File: src/rtl/ngc_modal_counter.sv
// Modal up/down counter with prescaler, programmable bounds and step.
// Supports wrap, one-shot, ping-pong and saturate modes.
module ngc_modal_counter #(
    parameter int COUNT_WIDTH    = 8,
    parameter int STEP_WIDTH     = COUNT_WIDTH / 2,
    parameter int PRESCALE_WIDTH = 8
) (
    input  logic                      clk,
    input  logic                      rst,
    input  logic                      load,
    input  logic                      enb,
    input  logic                      dir,
    input  logic [1:0]                mode,
    input  logic [COUNT_WIDTH-1:0]    load_value,
    input  logic [COUNT_WIDTH-1:0]    count_from_value,
    input  logic [COUNT_WIDTH-1:0]    count_to_value,
    input  logic [STEP_WIDTH-1:0]     step_value,
    input  logic [PRESCALE_WIDTH-1:0] prescale_value,
    output logic [COUNT_WIDTH-1:0]    count,
    output logic                      count_hit,
    output logic                      done,
    output logic                      dir_out,
    output logic                      cfg_err
);

    localparam int CW = COUNT_WIDTH;

    typedef enum logic [1:0] {
        M_WRAP     = 2'd0,
        M_ONESHOT  = 2'd1,
        M_PINGPONG = 2'd2,
        M_SAT      = 2'd3
    } mode_t;

    mode_t                     m;
    logic                      dir_reg;
    logic [PRESCALE_WIDTH-1:0] presc;
    logic                      run;
    logic                      pre_term;
    logic                      tick;
    logic                      at_bound;
    logic [CW-1:0]             lo;
    logic [CW-1:0]             hi;
    logic [CW:0]               step_ext;
    logic [CW:0]               count_ext;
    logic [CW:0]               sum;
    logic [CW:0]               diff;
    logic [CW-1:0]             up_nxt;
    logic [CW-1:0]             dn_nxt;
    logic [CW-1:0]             nxt;
    logic [CW-1:0]             bound;
    logic [CW-1:0]             load_clamped;
    logic                      step_up;
    logic                      hit_nxt;
    logic                      done_nxt;
    logic                      dir_nxt;

    assign m         = mode_t'(mode);
    assign lo        = count_from_value;
    assign hi        = count_to_value;
    assign cfg_err   = lo > hi;
    assign dir_out   = (m == M_PINGPONG) ? dir_reg : dir;
    assign run       = enb & ~done & ~cfg_err;
    assign pre_term  = presc == prescale_value;
    assign tick      = run & pre_term;
    assign at_bound  = dir_out ? (count == hi) : (count == lo);
    assign step_ext  = (CW+1)'(step_value);
    assign count_ext = {1'b0, count};
    assign sum       = count_ext + step_ext;
    assign diff      = count_ext - step_ext;
    assign up_nxt    = (sum >= {1'b0, hi}) ? hi : sum[CW-1:0];
    assign dn_nxt    = (count_ext < ({1'b0, lo} + step_ext)) ? lo : diff[CW-1:0];

    assign load_clamped = (load_value < lo) ? lo :
                          (load_value > hi) ? hi : load_value;

    always_comb begin
        step_up = dir_out;
        // Ping-pong sitting on its bound turns around on this tick
        if (m == M_PINGPONG && at_bound) begin
            step_up = ~dir_out;
        end
        nxt = step_up ? up_nxt : dn_nxt;
        if (count < lo) begin
            nxt = lo;
        end else if (count > hi) begin
            nxt = hi;
        end else if (at_bound && m == M_WRAP) begin
            nxt = dir_out ? lo : hi;
        end else if (at_bound && (m == M_SAT || m == M_ONESHOT)) begin
            nxt = count;
        end
        bound    = step_up ? hi : lo;
        hit_nxt  = (nxt == bound) && (nxt != count);
        done_nxt = (m == M_ONESHOT) && (nxt == bound);
        dir_nxt  = step_up;
        if (nxt == hi && step_up) begin
            dir_nxt = 1'b0;
        end else if (nxt == lo && !step_up) begin
            dir_nxt = 1'b1;
        end
    end

    always_ff @(posedge clk) begin
        if (rst) begin
            count     <= '0;
            count_hit <= 1'b0;
            done      <= 1'b0;
            presc     <= '0;
            dir_reg   <= 1'b1;
        end else if (load) begin
            count     <= cfg_err ? load_value : load_clamped;
            count_hit <= 1'b0;
            done      <= 1'b0;
            presc     <= '0;
            dir_reg   <= dir;
        end else begin
            count_hit <= 1'b0;
            if (run) begin
                presc <= pre_term ? '0 : presc + PRESCALE_WIDTH'(1);
            end
            if (tick) begin
                count     <= nxt;
                count_hit <= hit_nxt;
                done      <= done_nxt;
                if (m == M_PINGPONG) begin
                    dir_reg <= dir_nxt;
                end
            end
        end
    end

endmodule

File: config.mk
export PLATFORM = sky130hd
export DESIGN_NAME = ngc_modal_counter
export DESIGN_NICKNAME = d
export VERILOG_FILES = /design/src/rtl/ngc_modal_counter.sv
export SDC_FILE = /design/constraint.sdc
export NUM_CORES = 1
export LEC_CHECK = 0
export ABC_CLOCK_PERIOD_IN_PS = 5870
export BUFFER_PORTS_ARGS = -buffer_cell sky130_fd_sc_hd__buf_4
export CAP_MARGIN = 30
export CORE_AREA = 2 2 112 114
export CTS_CLUSTER_SIZE = 24
export DETAILED_ROUTE_END_ITERATION = 7
export DIE_AREA = 0 0 114 116
export HOLD_SLACK_MARGIN = 0.12
export PLACE_DENSITY_LB_ADDON = 0.1
export SYNTH_ARGS = -nofsm -noshare
export SYNTH_HDL_FRONTEND = slang
export SYNTH_SLANG_ARGS = --single-unit
File: constraint.sdc
create_clock -name clk -period 5.87 [get_ports clk]
set_input_delay 0.587 -clock clk [delete_from_list [all_inputs] [get_ports clk]]
set_output_delay 0.587 -clock clk [all_outputs]
set_load 0.1 [all_outputs]
==> impl_metrics.json <==
{
  "reg2reg_depth": 18,
  "yosys.area_share.simple_pct": 25.00,
  "crit_required_ns": 6.01,
  "drc": 0,
  "synth_common_cells": "ha_1 (67), nor2_1 (55), a21oi_1 (46)",
  "outcome": "complete, no violations",
  "cp.arrival_ns": 5.62,
  "cts.sink_count": 19,
  "cp_max_fo": 5,
  "rsz0062_at_grt": "false",
  "n_fill_cell": 1231,
  "finalClockSkew_ns": 0.003146,
  "slew_viol_final": 0,
  "wirelength_um": 21180,
  "synth_top_cell_area_share_pct": 16.97,
  "synth_top_family_by_area": "compound AO/OA/AOI/OAI gates",
  "synthAdderAreaFrac_pct": 18.19,
  "place.gp.congestion": 0.9685,
  "vias_per_cell": 6.779,
  "clk_pin_slew_ns": 0.06,
  "syn_area_per_cell_um2": 7.362,
  "drive_gt1_share_pct": 15.19,
  "hold_depth": 2,
  "synth_warnings": 0,
  "h-tree-depth": 1,
  "p_per_area_mw_per_mm2": 185.2,
  "dp.cells": 854,
  "root_buffer": "clkbuf_16",
  "fin_crit_ns": 5.484,
  "ir_drop_mv": 0.08946,
  "reg_top3": "count (8), presc (8)",
  "cpPeakStageDelay_ns": 0.46,
  "numCtsBuffers": 3,
  "synthTopCellsByArea": "ha_1 (17%), dfxtp_1 (7.7%), a21oi_1 (4.7%)",
  "tns_ns": 0,
  "track_usage_pct": 31.43,
  "dieArea_mm2": 0.01322,
  "fin_cells": 858,
  "setup_viol": 0,
  "total_power_w": 0.001041,
  "tightestPinTransition_ns": 0.8551,
  "yosysSeqAreaShare_pct": 7.700,
  "io_buffers": 54,
  "end_kind": "flop",
  "ys.flop_type": "dfxtp_1",
  "grt_pass1_wl_um": 31550,
  "synth_edf_count": 0,
  "start_util_pct": 41.47,
  "synth_cells": 671,
  "hold_viol": 0,
  "reg2reg_from": "count[2]",
  "synth-compound-area-share_pct": 30.88,
  "ioPinCount": 55,
  "cts_buffer_depth": 2,
  "nets": 825,
  "rows": 40,
  "yosys.area_share.xor_xnor_pct": 8.511,
  "grt_max_degree": 27,
  "syn_area_mm2": 0.004940,
  "post-route-util_pct": 47.22,
  "period_share_pct": 93.43,
  "min_to": "done",
  "hp-start": "done",
  "cp_cell_sequence": "buf_4, inv_1, ha_1, or3b_1, and3_1, o311ai_0, nand2_1, ha_1, and3_1, a221o_1, a211oi_2, buf_4, nor2_1, a2111oi_2, and4bb_1, or3_1, xnor2_1, nand3_1, nor4_1, a31oi_1",
  "yosysMostFrequentCell": "ha_1",
  "cts_resized": 0,
  "post_cts_buffers": 0,
  "p_leak_nw": 2.462,
  "rrSetupSlack_ns": 0.54,
  "hold_slack_ns": 0.5173,
  "num_antenna_cells": 0,
  "dr.pass1.iters": 8,
  "drv_cap": 0,
  "detail-route-antenna-nets": 0,
  "cpMaxStageDelayCell": "o311ai_0",
  "grt-ovfl-total": 0,
  "synth_top_cell_by_area": "ha_1",
  "hp-class": "reg2reg",
  "critPathLaunchType": "input pin",
  "max_freq_mhz": 182.3,
  "area_growth_pct": 13.86,
  "antenna_found_initial": 0,
  "synth_mux_area_share_pct": 3.901,
  "cp_top_family": "simple AND/OR/NAND/NOR gates",
  "ys_types": 85,
  "die_y_um": 116,
  "reg2reg_to": "count_hit",
  "die_w_um": 114,
  "ys_ff_latch": 19,
  "critical_path_class": "in2reg",
  "core-area_mm2": 0.01191,
  "first_global_vias": 5475,
  "ys_async_sr_fraction_pct": 0,
  "wl_per_cell_um": 24.68,
  "cts_tree": "yes",
  "num_vias": 5816,
  "relSlewSlack_pct": 42.99,
  "hold_buffers": 0,
  "dp_hpwl_um": 16280,
  "insertion_delay_ns": 0.26,
  "drtIter0Drc": 721,
  "syn_nets": 784,
  "crit_buf_inv": 3
}
## where the power goes
part           switching, W  internal (W)  leakage [nW]  total [W]
Combinational      0.000472      0.000273          2.27   0.000746
Clock             0.0000581     0.0000918        0.0409   0.000150
Sequential       0.00000995      0.000136         0.155   0.000146
## layout make-up
class                           count  area (um^2)  area share [%]
Clock buffer                        3        75.07           1.335
Clock inverter                      1        5.005         0.08899
Inverter                           32        120.1           2.136
Multi-Input combinational cell    580         4289           76.26
Sequential cell                    19        380.4           6.763
Tap cell                          147        183.9           3.270
Timing Repair Buffer               76        570.5           10.14
## worst max-delay path by stage
stage	startpoint	end	cells past startpoint
finish	step_value[1]	count_hit	20
detailed placement	step_value[1]	count_hit	19
global placement	step_value[1]	count_hit	19
floorplan	count[2]	count_hit	17
CTS	step_value[1]	count_hit	19
global route	step_value[1]	count_hit	20
## per-stage QoR
stage	worst slack, ns	instance area, um^2
floorplan	0.03186	4940
global placement	0.1895	5538
detailed placement	0.1525	5538
CTS	0.4249	5618
global route	0.07740	5624
finish	0.3857	5624
## routing by layer
metal / wire [um] / up-vias / GRT usage, %
li1: - / 2633 / -
met5: 0 / - / 0
met4: 963 / 0 / 14.15
met2: 9455 / 384 / 50.12
met1: 8633 / 2714 / 42.69
met3: 2124 / 85 / 3.661
## logic make-up (layout without fill, tap and decap cells)
kind of cell | after synthesis | in the layout
flip-flops | 19 | 19
AND/OR/NAND/NOR | 235 | 235
XOR/XNOR | 48 | 48
AO/OA/AOI/OAI | 210 | 210
buffers and inverters | 72 | 112
adder cells (fa/ha/maj) | 70 | 70
multiplexers | 17 | 17
## cells in the final DEF, fill, tap and decap left out, drive strengths merged, types with 7 or more instances in the layout
cell type	n
nand2b	9
dfxtp	19
nor2b	14
o211ai	11
xor2	23
o21ai	33
nor3	15
inv	30
a211oi	17
nand2	44
a21oi	46
mux2i	12
nand3	27
xnor2	25
a21o	15
nor2	56
nor4	12
buf	76
and3	11
nand4	15
a31oi	10
o21a	7
ha	67
## tightest hold or removal path, stage by stage (launching register included)
cell and delay, ns:
dfxtp_1 0.34, nand2_1 0.08, o21ai_1 0.05
No activity file was read; power rests on OpenSTA's default activity.
